## src/rtl/pipe_hazard_ctrl.sv

```systemverilog
// Hazard/control unit for an in-order pipeline: load-use bubble, branch flush, EX forwarding selects.
// Optional PERF_CNT_EN macro adds saturating stall/flush event counters.
module pipe_hazard_ctrl #(
  parameter int STAGES       = 5,
  parameter int REG_ADDR_W   = 5,
  parameter int BRANCH_STAGE = 2,
  parameter int CNT_W        = 32,
  localparam int SEL_W       = $clog2(STAGES)
) (
  input  logic                  clock_i,
  input  logic                  rst_i,
  input  logic                  in_valid_i,
  input  logic [REG_ADDR_W-1:0] id_rs_i,
  input  logic [REG_ADDR_W-1:0] id_rt_i,
  input  logic                  id_use_rs_i,
  input  logic                  id_use_rt_i,
  input  logic [REG_ADDR_W-1:0] id_rd_i,
  input  logic                  id_regWrite_i,
  input  logic                  id_memRead_i,
  input  logic                  br_taken_i,
  output logic                  write_PC_o,
  output logic                  write_IFID_o,
  output logic [STAGES-1:0]     flush_mask_o,
  output logic [STAGES-1:0]     stage_valid_o,
  output logic [SEL_W-1:0]      fwdA_o,
  output logic [SEL_W-1:0]      fwdB_o,
  output logic                  stall_o,
  output logic [CNT_W-1:0]      stall_cnt_o,
  output logic [CNT_W-1:0]      flush_cnt_o
);

  // Stage 1 (ID) fields come straight from the inputs; only EX and older are stored.
  logic [STAGES-1:0]                  valid_q, valid_d, flush;
  logic [STAGES-1:2][REG_ADDR_W-1:0]  rd_q, rd_d;
  logic [STAGES-1:2]                  rw_q, rw_d;
  logic                               mr_q, mr_d;
  logic [REG_ADDR_W-1:0]              rs_q, rs_d, rt_q, rt_d;
  logic                               taken, load_use, stall;

  always_comb begin
    taken    = br_taken_i & valid_q[BRANCH_STAGE];
    load_use = valid_q[1] & valid_q[2] & mr_q & rw_q[2] & (rd_q[2] != '0) &
               ((id_use_rs_i & (rd_q[2] == id_rs_i)) | (id_use_rt_i & (rd_q[2] == id_rt_i)));
    stall    = load_use & ~taken;
    flush    = '0;
    if (taken)      flush[BRANCH_STAGE:0] = '1;
    else if (stall) flush[2] = 1'b1;
  end

  always_comb begin
    valid_d[0]          = stall ? valid_q[0] : in_valid_i;
    valid_d[1]          = stall ? valid_q[1] : valid_q[0];
    valid_d[STAGES-1:2] = valid_q[STAGES-2:1];
    valid_d             = valid_d & ~flush;
    rd_d[2] = id_rd_i;
    rw_d[2] = id_regWrite_i;
    mr_d    = id_memRead_i;
    rs_d    = id_use_rs_i ? id_rs_i : '0;
    rt_d    = id_use_rt_i ? id_rt_i : '0;
    for (int k = 3; k < STAGES; k++) begin
      rd_d[k] = rd_q[k-1];
      rw_d[k] = rw_q[k-1];
    end
    // Bubbles carry no register effects so they can never forward or trigger a stall.
    for (int k = 2; k < STAGES; k++) begin
      if (flush[k]) begin
        rd_d[k] = '0;
        rw_d[k] = 1'b0;
      end
    end
    if (flush[2]) begin
      mr_d = 1'b0;
      rs_d = '0;
      rt_d = '0;
    end
  end

  always_ff @(posedge clock_i) begin
    if (rst_i) begin
      valid_q <= '0;
      rd_q    <= '0;
      rw_q    <= '0;
      mr_q    <= 1'b0;
      rs_q    <= '0;
      rt_q    <= '0;
    end else begin
      valid_q <= valid_d;
      rd_q    <= rd_d;
      rw_q    <= rw_d;
      mr_q    <= mr_d;
      rs_q    <= rs_d;
      rt_q    <= rt_d;
    end
  end

  // Scan oldest to youngest so the youngest matching producer is the last one assigned.
  always_comb begin
    fwdA_o = '0;
    fwdB_o = '0;
    for (int k = STAGES-1; k >= 3; k--) begin
      if (valid_q[k] & rw_q[k] & (rd_q[k] != '0)) begin
        if (rd_q[k] == rs_q) fwdA_o = SEL_W'(k);
        if (rd_q[k] == rt_q) fwdB_o = SEL_W'(k);
      end
    end
  end

  assign write_PC_o    = ~stall;
  assign write_IFID_o  = ~stall;
  assign stall_o       = stall;
  assign flush_mask_o  = flush;
  assign stage_valid_o = valid_q;

`ifdef PERF_CNT_EN
  logic [CNT_W-1:0] stall_cnt_q, flush_cnt_q;

  always_ff @(posedge clock_i) begin
    if (rst_i) begin
      stall_cnt_q <= '0;
      flush_cnt_q <= '0;
    end else begin
      if (stall && (stall_cnt_q != '1)) stall_cnt_q <= stall_cnt_q + CNT_W'(1);
      if (taken && (flush_cnt_q != '1)) flush_cnt_q <= flush_cnt_q + CNT_W'(1);
    end
  end

  assign stall_cnt_o = stall_cnt_q;
  assign flush_cnt_o = flush_cnt_q;
`else
  assign stall_cnt_o = '0;
  assign flush_cnt_o = '0;
`endif

endmodule

```

## config.mk

```make
export PLATFORM = sky130hd
export DESIGN_NAME = pipe_hazard_ctrl
export DESIGN_NICKNAME = d
export VERILOG_FILES = /design/src/rtl/pipe_hazard_ctrl.sv
export SDC_FILE = /design/constraint.sdc
export NUM_CORES = 1
export LEC_CHECK = 0
export ABC_AREA = 1
export CAP_MARGIN = 20
export CORE_UTILIZATION = 43
export CTS_CLUSTER_DIAMETER = 100
export DETAILED_ROUTE_END_ITERATION = 6
export PLACE_DENSITY = 0.86
export REMOVE_ABC_BUFFERS = 1
export SYNTH_ARGS = -nofsm -noshare
export SYNTH_HDL_FRONTEND = slang
export SYNTH_SLANG_ARGS = --single-unit
```

## constraint.sdc

```tcl
create_clock -name clock_i -period 2.71 [get_ports clock_i]
set_clock_uncertainty 0.05 [all_clocks]
set_input_delay 0.4065 -clock clock_i [delete_from_list [all_inputs] [get_ports clock_i]]
set_output_delay 0.4065 -clock clock_i [all_outputs]
set_load 0.01 [all_outputs]
```

# After elaboration in Yosys (flattened, before gate mapping)

Index checks and enable logic that the tools add are counted.

Equality and inequality tests: 6
Mux-type cells: 13
Bitwise operators: 20
Reduce and logical (&&, ||, !) cells: 6

Operators with widths:

| operator            | count |
|---|---|
| equality test 5 bit | 6 |
| two-way mux 3 bit   | 8 |
| nonzero test 5 bit  | 3 |
| bitwise AND 1 bit   | 13 |
| OR reduction 3 bit  | 2 |
| bitwise AND 5 bit   | 1 |
| inverter 3 -> 5 bit | 1 |
| two-way mux 1 bit   | 4 |
| inverter 1 bit      | 4 |
| two-way mux 2 bit   | 1 |
| OR reduction 2 bit  | 1 |
| OR 1 bit            | 1 |

Register bits after elaboration: 34
Bits of input ports: 23
Output and inout port bits: 83
Word-level logic and storage cells: 54

# Longest topological paths before layout

Gate-level depths: netlist of the first run.

Depth in word-level cells: 10
Depth in mapped cells: 10
Mapped depth without buffers: 10

# Worst setup path before layout of the first run

Ideal clock, no wire load.

Kind: register to output
From: register rd_q, in the netlist rd_d[10]
To: output port fwdA_o[1]
Data arrival time: 1.184 ns
Required time: 2.254 ns
Path slack: 1.070 ns
Stages on the path, launching flop included: 5
Path buffers: 1
Path through: dfxtp_1 > xnor2_1 > nand4_1 > nor3_1 > buf_4

Longest elaborated chain between the ends: 3
Elaborated cells on any way between the ends: 5
Classes of those cells: 1 x eq/ne; 2 x mux; 1 x bitwise; 1 x reduce/logical

Ends and longest elaborated chain:

| element                                                   | RTL line | text |
|---|---|---|
| from (decl)                                               | 34       | `logic [STAGES-1:2][REG_ADDR_W-1:0] rd_q, rd_d;` |
| from (signal assigned)                                    | 88       | `rd_q <= rd_d;` |
| equality test 5 bit or nonzero test 5 bit (tied branches) | 102, 101 |  |
| two-way mux 3 bit or bitwise AND 1 bit (tied branches)    | 102, 101 |  |
| two-way mux 3 bit (*)                                     | 101      | `if (valid_q[k] & rw_q[k] & (rd_q[k] != '0)) begin` |
| to (decl)                                                 | 25       | `output logic [SEL_W-1:0] fwdA_o,` |

Mark *: on every way between the ends. The rest lies on a longest branch, timed or not.

# Worst setup path in the final report of the first run

From: input port id_rt_i[3]
To: output port stall_o

Longest elaborated chain between the ends: 5

Ends and longest elaborated chain:

| element             | RTL line | text |
|---|---|---|
| from (decl)         | 14       | `input logic [REG_ADDR_W-1:0] id_rt_i,` |
| equality test 5 bit | 43       | `((id_use_rs_i & (rd_q[2] == id_rs_i)) \| (id_use_rt_i & (rd_q[2] == id_rt_i)));` |
| bitwise AND 1 bit   | 43       |  |
| OR 1 bit            | 43       |  |
| bitwise AND 1 bit   | 42       | `load_use = valid_q[1] & valid_q[2] & mr_q & rw_q[2] & (rd_q[2] != '0) &` |
| bitwise AND 1 bit   | 44       | `stall = load_use & ~taken;` |
| to (decl)           | 27       | `output logic stall_o,` |

Every way passes these cells.

==> flow_summary.toml, run 1 <==
[critical_path]
crit_type = "in2out"
slowest_stage = "clkdlybuf4s50_1"
critPathCaptureType = "primary output"
critPathLaunchType = "primary input"
path_depth = 10
crit_fanout = 4
crit_family = "buffers and inverters"
reg2reg_slack_ns = 1.38
path_buf_inv = 4
path_cells = "clkdlybuf4s50_1 > inv_1 > nand2_1 > nand2_1 > nor2_1 > nand3_2 > nand2_4 > nand3_4 > clkinv_1 > clkdlybuf4s50_1"
critPathMaxStageDelay_ns = 0.52
cp.required_ns = 2.25
critical_path_arrival_ns = 2.07
rr_worst_depth = 7

[cts]
cts-root-buf = "clkbuf_8"
path_clk_slew_ns = 0.06
post-cts-setup-buffers = 0
clkSinkCount = 34
htree_levels = 2
worstSkewPairLatency_ns = 0.28
cts_resized = 0
ctsHoldBuffers = 0
cts_tree = "yes"
clk_path_buf_depth = 2
cts_buffers = 5

[power]
vdd_ir_drop_max_mv = 0.2314
pwr-share-comb_pct = 15.8
internal-power_uw = 793.0
p_sw_uw = 301.5
clkPwrFrac_pct = 35.1
p_leak_nw = 1.192
switching_share_pct = 27.55
p_seq_share_pct = 49.2
cellPowerDensity_mw_per_mm2 = 470.1

[yosys]
synthFlopType = "dfxtp_1"
avgSynthCellArea_um2 = 7.599
synthCells = 274
synth_top_family_by_area = "buffers and inverters"
yosysUniqueCellTypes = 23
synthMuxAreaShare_pct = 0
synth_area_mm2 = 0.002082
synth_xor_area_share_pct = 8.413
synth_compound_area_share_pct = 0.6010
seq_area_frac_synth_pct = 32.69
synth_seq_cells = 34
synthAdderAreaFrac_pct = 0
yosys_warnings = 0
synth_edf_count = 0
synthSimpleGateAreaFrac_pct = 24.58
async_flop_share_pct = 0

[timing]
finalCriticalPeriod_ns = 2.531
fmax_mhz = 395.1
setup-violations-final = 0
final-hold-violation-count = 0
timing.hold.ws_ns = 0.3744
fin_tns_setup_ns = 0
rsz0062_at_grt = "false"
fin_crit_sh_pct = 93.40
slew_viol_final = 0

[floorplan]
rows = 24
die_x_um = 71.59
ios = 106
die_h_um = 71.59
initial_core_util_pct = 46.22
core_area_mm2 = 0.004504
die_area_mm2 = 0.005124

[route]
ant_nets = 0
drt_first_pass_iters = 4
route.vias.total = 1492
drc = 0
wl_um = 3408
wl_per_cell_um = 9.363
avgViaCountPerCell = 4.099
drtIter0Drc = 34

[global_routing]
grt_pass1_wl_um = 5382
grt_remaining_overflow = 0
antenna_found_initial = 0
grt_usage_pct = 13.86
grt_max_degree = 18
grt_pass1_vias = 1287

[placement]
hpwl_um = 2847
io_buffers = 39
gp_congestion = 0.8652

[status]
status = "finished clean"

[worst_hold_path]
hold_path_depth = 2
hold_class = "reg2reg"

[run]
drv_cap = 0

[finish]
nets = 334
syn2layout_area_growth_pct = 11.84
final_cell_mix = "conb_1, nor2_1, clkdlybuf4s50_1"
layout-drive-gt1-share_pct = 8.654
antenna_cells = 0
nFillCells = 421
final_common_cell = "conb_1"
final_util_pct = 51.69
-- per-layer routing --
layer  global-route usage, %  vias up  wire length [um]
met5                       0        -                 0
met4                   4.575        0                46
met3                   5.204        8               280
met2                   24.76       81              1705
met1                   15.18      653              1376
li1                        -      750                 -
-- sequential cells by signal, indices dropped and copies added (netlist names) --
signal,count
rw_q,3
rs_q,5
rd_d,10
stage_valid_o,5
rt_q,5
mr_q,1
rd_q,5
-- worst paths after layout --
check,from,end
min reg2reg,rw_q[3]$_SDFF_PP0_,rw_q[4]$_SDFF_PP0_
max,id_rt_i[3],stall_o
min,rw_q[3]$_SDFF_PP0_,rw_q[4]$_SDFF_PP0_
max reg2reg,stage_valid_o[2]$_SDFF_PP0_,rt_q[2]$_SDFF_PP0_
-- synthesized netlist by cell type (2+ instances only) --
library cell | count | share of area, %
nand3_1 | 3 | 0.72
dfxtp_1 | 34 | 33
nand2_1 | 34 | 6.1
nand4_2 | 2 | 1.2
nand2_4 | 2 | 1.1
inv_1 | 31 | 5.6
xor2_1 | 8 | 3.4
nor2_1 | 44 | 7.9
buf_4 | 73 | 26
nand3_2 | 2 | 0.96
inv_2 | 6 | 1.1
clkbuf_1 | 2 | 0.36
nor3_1 | 5 | 1.2
nand4_1 | 6 | 1.8
nand3_4 | 2 | 1.7
nor2_2 | 2 | 0.60
xnor2_1 | 12 | 5.0
-- area by class of cell --
class / instances / area (um^2) / share of cell area, %
clock buffers: 6 / 82.58 / 3.546
clock inverters: 2 / 12.51 / 0.5373
inverters: 38 / 142.6 / 6.126
multi-input cells: 192 / 947.2 / 40.68
flip-flops and latches: 34 / 680.7 / 29.23
well taps: 52 / 65.06 / 2.794
repair buffers: 40 / 397.9 / 17.09
-- power groups by stage --
| stage | registers, mW | clock network [mW] | logic [mW] |
|---|---|---|---|
| floorplan | 0.547 | 0 | 0.110 |
| global placement | 0.548 | 0 | 0.168 |
| detailed placement | 0.550 | 0 | 0.170 |
| CTS | 0.539 | 0.393 | 0.171 |
| global route | 0.541 | 0.411 | 0.194 |
| finish | 0.538 | 0.384 | 0.173 |
-- cell families (layout without fill, tap and decap cells) --
family / after synthesis / in the layout
xor+xnor: 20 / 20
other cells: 1 / 66
compound gates: 2 / 2
flops: 34 / 34
buf+inv: 113 / 86
simple gates: 104 / 104
-- tightest hold or removal path, cell delays in order (launching register included) --
cell and delay (ns):
dfxtp_1 0.31, inv_1 0.05, nor2_1 0.03
-- per-stage QoR --
| step | power (mW) | instances | worst slack [ns] | instance area, um^2 |
|---|---|---|---|---|
| finish | 1.095 | 364 | 0.1789 | 2328 |
| global route | 1.146 | 364 | 0.04961 | 2328 |
| CTS | 1.102 | 364 | 0.1677 | 2328 |
| detailed placement | 0.7203 | 356 | 0.1837 | 2233 |
| global placement | 0.7160 | 356 | 0.1791 | 2233 |
| floorplan | 0.6566 | 264 | 0.9636 | 1770 |
Power figures use the tool's default switching activity.
==> run 2: changes to the inputs <==
--- a/config.mk
+++ b/config.mk
@@ -7,10 +7,12 @@
 export LEC_CHECK = 0
 export ABC_AREA = 1
 export CAP_MARGIN = 20
-export CORE_UTILIZATION = 43
+export CORE_UTILIZATION = 65
 export CTS_CLUSTER_DIAMETER = 100
 export DETAILED_ROUTE_END_ITERATION = 6
-export PLACE_DENSITY = 0.86
+export DONT_BUFFER_PORTS = 1
+export GPL_ROUTABILITY_DRIVEN = 0
+export PLACE_DENSITY = 0.81
 export REMOVE_ABC_BUFFERS = 1
 export SYNTH_ARGS = -nofsm -noshare
 export SYNTH_HDL_FRONTEND = slang
==> run 2 against run 1 <==
Effect of this change: sequential power hardly changed; largest power group unchanged; design area down 19%; combinational power is 27% lower.
==> flow_summary.toml, run 2 (synthesis gave the netlist of run 1 again) <==
[route]
avgViaCountPerCell = 4.158
wl_per_cell_um = 9.987
route.vias.total = 1318
drtIter0Drc = 25
drt_first_pass_iters = 4
wl_um = 3166
drc = 0
ant_nets = 0

[floorplan]
core_area_mm2 = 0.003053
die_x_um = 58.60
rows = 20
ios = 106
die_area_mm2 = 0.003433
die_h_um = 58.60
initial_core_util_pct = 68.20

[power]
p_sw_uw = 270.5
p_seq_share_pct = 58.7
internal-power_uw = 649.2
switching_share_pct = 29.41
clkPwrFrac_pct = 27.6
power.total_uw = 919.7
pwr-share-comb_pct = 13.7
vdd_ir_drop_max_mv = 0.2929
cellPowerDensity_mw_per_mm2 = 487.1
p_leak_nw = 1.035

[status]
status = "finished clean"

[cts]
path_clk_slew_ns = 0.10
clk_path_buf_depth = 2
htree_levels = 2
cts_tree = "yes"
post-cts-setup-buffers = 0
clkSinkCount = 34
cts-root-buf = "clkbuf_4"
ctsHoldBuffers = 0
cts_buffers = 5
worstSkewPairLatency_ns = 0.33
cts_resized = 0

[global_routing]
grt_pass1_wl_um = 4857
grt_pass1_vias = 1171
antenna_found_initial = 0
grt_usage_pct = 20.04
grt_remaining_overflow = 0
grt_max_degree = 18

[finish]
largest_reg_flops = 10
final_util_pct = 61.84
nets = 296
layout-drive-gt1-share_pct = 9.890
nFillCells = 306
seq_area_um2 = 680.7
final_area_mm2 = 0.001888
final_cell_mix = "conb_1, nor2_1, nand2_1, dfxtp_1, inv_1"
multiInputGateArea_um2 = 947.2
final_common_cell = "conb_1"
syn2layout_area_growth_pct = -9.315
antenna_cells = 0

[timing]
rsz0062_at_grt = "false"
fmax_mhz = 492.7
finalCriticalPeriod_ns = 2.030
fin_crit_sh_pct = 74.89
setup_ws_ns = 0.6804
fin_tns_setup_ns = 0
final-hold-violation-count = 0
setup-violations-final = 0
slew_viol_final = 0

[critical_path]
critPathCaptureType = "primary output"
critPathLaunchType = "flop"
reg2reg_slack_ns = 1.29
cp.required_ns = 2.25
crit_fanout = 3
critical_path_arrival_ns = 1.57
crit_type = "reg2out"

[worst_hold_path]
hold_class = "in2reg"

[placement]
hpwl_um = 2529
place_area_mm2 = 0.001841
pre_cts_slack_ns = 1.089
io_buffers = 0

[run]
drv_cap = 0
## run 2: changes by cell type in the layout (fill, tap and decap cells not counted), sizes merged
cell	delta
clkbuf	-1
clkinv	+1
clkdlybuf4s50	-39
clkinvlp	-1
buf	+1
## run 2: metal layers
layer | GRT usage [%] | share of wire [%]
met5 | 0 | 0
met4 | 11.22 | 2.7
met3 | 8.352 | 8.9
met2 | 34.32 | 50
met1 | 20.69 | 38
## run 2: final timing paths
check,start,to,depth (start not counted)
max reg2reg,stage_valid_o[2]$_SDFF_PP0_,stage_valid_o[0]$_SDFF_PP0_,8
min reg2reg,rw_q[3]$_SDFF_PP0_,rw_q[4]$_SDFF_PP0_,2
max,rd_d[12]$_SDFF_PP0_,fwdB_o[2],6
min,rst_i,stage_valid_o[1]$_SDFF_PP0_,1
## run 2: area by class of cell
cell class                 instances  share of cell area (%)
multi-input combinational        192                   50.17
sequential                        34                   36.05
inverter                          38                   7.555
tap                               44                   2.916
clock buffer                       5                   1.988
timing repair buffer               2                  0.7952
clock inverter                     2                  0.5302
## run 2: through the flow
stage	std cells	hold WS, ns
final	317	0.07548
after global routing	317	0.05342
after CTS	317	0.05627
after detailed placement	310	0.3664
after global placement	310	0.3605
after floorplan	264	0.3533
## run 2: critical path: stages, from the launching register on
cell and delay (ns):
dfxtp_1 0.36, inv_1 0.08, nand4_1 0.11, o211ai_1 0.25, nor3_1 0.09, buf_4 0.17, nor2_1 0.18
## run 2: power groups by stage
| stage | clock network, mW | registers, mW | logic (mW) |
|---|---|---|---|
| 4_1_cts | 0.262 | 0.540 | 0.125 |
| 3_3_place_gp | 0 | 0.550 | 0.121 |
| 6_report | 0.253 | 0.540 | 0.126 |
| 3_5_place_dp | 0 | 0.552 | 0.124 |
| 2_1_floorplan | 0 | 0.547 | 0.110 |
| 5_1_grt | 0.283 | 0.543 | 0.144 |
==> run 3: changes to the inputs <==
--- a/config.mk
+++ b/config.mk
@@ -7,12 +7,12 @@
 export LEC_CHECK = 0
 export ABC_AREA = 1
 export CAP_MARGIN = 20
-export CORE_UTILIZATION = 65
+export CORE_UTILIZATION = 57
 export CTS_CLUSTER_DIAMETER = 100
 export DETAILED_ROUTE_END_ITERATION = 6
 export DONT_BUFFER_PORTS = 1
 export GPL_ROUTABILITY_DRIVEN = 0
-export PLACE_DENSITY = 0.81
+export PLACE_DENSITY = 0.75
 export REMOVE_ABC_BUFFERS = 1
 export SYNTH_ARGS = -nofsm -noshare
 export SYNTH_HDL_FRONTEND = slang
==> constraint.sdc (replaced) <==
create_clock -name clock_i -period 1.8 [get_ports clock_i]
set_clock_uncertainty 0.05 [all_clocks]
set_input_delay 0.27 -clock clock_i [delete_from_list [all_inputs] [get_ports clock_i]]
set_output_delay 0.27 -clock clock_i [all_outputs]
set_load 0.01 [all_outputs]
==> run 3 against run 2 <==
Effect of this change: design area is 8.9% higher; worst hold slack worse by 0.059 ns; combinational power is 74% higher; cell count is 4.7% higher; routed wire length is 0.88% lower; global-route usage is 4.1 points lower; register-to-register slack worse by 0.80 ns; sequential power is 50% higher; worst setup slack worse by 0.68 ns; critical path type unchanged; first-iteration DRC count is 64% higher.
==> flow_summary.toml, run 3 (synthesis gave the netlist of run 1 again) <==
[timing]
setup-violations-final = 0
finalCriticalPeriod_ns = 1.799
slew_viol_final = 0
tightest_slew_ns = 0.6071
fin_tns_setup_ns = 0
timing.hold.ws_ns = 0.01619
rsz0062_at_grt = "true"
final-hold-violation-count = 0
relSlewSlack_pct = 59.39
fmax_mhz = 556.0
fin_crit_sh_pct = 99.92

[critical_path]
slowest_stage = "dfxtp_4"
critPathLaunchType = "flop"
crit_type = "reg2out"
crit_fanout = 3
critical_path_arrival_ns = 1.48
path_cells = "inv_2 > nand4_1 > o211ai_1 > nor3_2 > buf_4"
critPathMaxStageDelay_ns = 0.37
cp.required_ns = 1.48
critPathCaptureType = "primary output"

[global_routing]
grt_usage_pct = 15.91
grt_pass1_wl_um = 4857
grt_remaining_overflow = 0
grt_max_degree = 16
grt_pass1_vias = 1178
antenna_found_initial = 0

[power]
power.total_mw = 1.456
cellPowerDensity_mw_per_mm2 = 708.1
p_leak_nw = 1.093
vdd_ir_drop_max_mv = 0.5837

[route]
wl_per_cell_um = 9.452
avgViaCountPerCell = 4.151
drt_first_pass_iters = 5
ant_nets = 0
drtIter0Drc = 41
drc = 0
wl_um = 3138
route.vias.total = 1378

[floorplan]
die_x_um = 62.44
core_area_mm2 = 0.003416
die_area_mm2 = 0.003898
ios = 106
rows = 21
die_h_um = 62.44
initial_core_util_pct = 60.95

[finish]
final_common_cell = "conb_1"
nets = 308
largest_reg_flops = 10
antenna_cells = 0
syn2layout_area_growth_pct = -1.262
final_util_pct = 60.18
final_cell_mix = "conb_1, nor2_1, nand2_1"
layout-drive-gt1-share_pct = 17.13

[cts]
clk_path_buf_depth = 2
cts-root-buf = "clkbuf_4"
cts_buffers = 5
path_clk_slew_ns = 0.10
clkSinkCount = 34
cts_tree = "yes"
htree_levels = 2
worstSkewPairLatency_ns = 0.32

[status]
status = "finished clean"

[placement]
io_buffers = 0
hpwl_um = 2502

[run]
drv_cap = 0

[worst_hold_path]
hold_class = "in2reg"
==> run 3: changes by cell type in the layout (fill, tap and decap cells not counted), sizes merged <==
cell,delta
buf,+3
clkbuf,+2
clkinv,-2
clkinvlp,+1
dlygate4sd3,+9
==> run 3: worst max-delay path, delay by kind of cell (launching register included) <==
kind / cells / cell delay (ns)
flops: 1 / 0.37
compound gates: 1 / 0.34
simple gates: 2 / 0.23
buf+inv: 2 / 0.22
==> run 3: what timing repair did <==
item                                    CTS  global route
endpoints found under the setup margin    4             8
endpoints found under the hold margin    21             2
resized for setup                         0            21
pin swaps                                 0             4
hold buffers                              7             2
buffers inserted                          0             2
==> run 3: report_power, final <==
part           total (mW)  leakage [nW]  internal (mW)  switching, mW
Combinational       0.219         0.775         0.0713          0.148
Sequential          0.811         0.283          0.783         0.0283
Clock               0.426        0.0353          0.189          0.236
Total                1.46          1.09           1.04          0.413
==> run 3: final cells by class <==
cell class              instances  area, um^2
clock buffers                   7       55.05
multi-input cells             192       967.2
well taps                      46       57.56
repair buffers                 14       127.6
inverters                      38       146.4
flip-flops and latches         34       696.9
fillers                       322        1360
clock inverters                 1       5.005
==> run 3: path summary, 6_finish.rpt <==
check | from | end | slack, ns | cells past startpoint
hold / removal | id_rs_i[2] | rs_q[2]$_SDFF_PP0_ | 0.02 | 2
hold reg to reg | rw_q[3]$_SDFF_PP0_ | rw_q[4]$_SDFF_PP0_ | 0.38 | 2
setup / recovery | rd_d[10]$_SDFF_PP0_ | fwdB_o[1] | 0.001 | 5
setup reg to reg | rd_d[7]$_SDFF_PP0_ | rs_q[3]$_SDFF_PP0_ | 0.49 | 9
==> run 3: metal layers <==
metal / wire (um) / track usage, % / up-vias
met5: 0 / 0 / -
met4: 22 / 4.360 / 0
met3: 247 / 4.927 / 5
met2: 1599 / 28.94 / 75
met1: 1269 / 17.68 / 597
li1: - / - / 701
==> run 3: through the flow <==
stage / setup slack, ns / instance area (um^2) / std cells
after floorplan: 0.1901 / 1770 / 264
after global placement: 0.3795 / 1851 / 313
after detailed placement: 0.3410 / 1851 / 313
after CTS: -0.05085 / 1981 / 328
after global routing: -0.06590 / 2056 / 332
final: 0.001466 / 2056 / 332
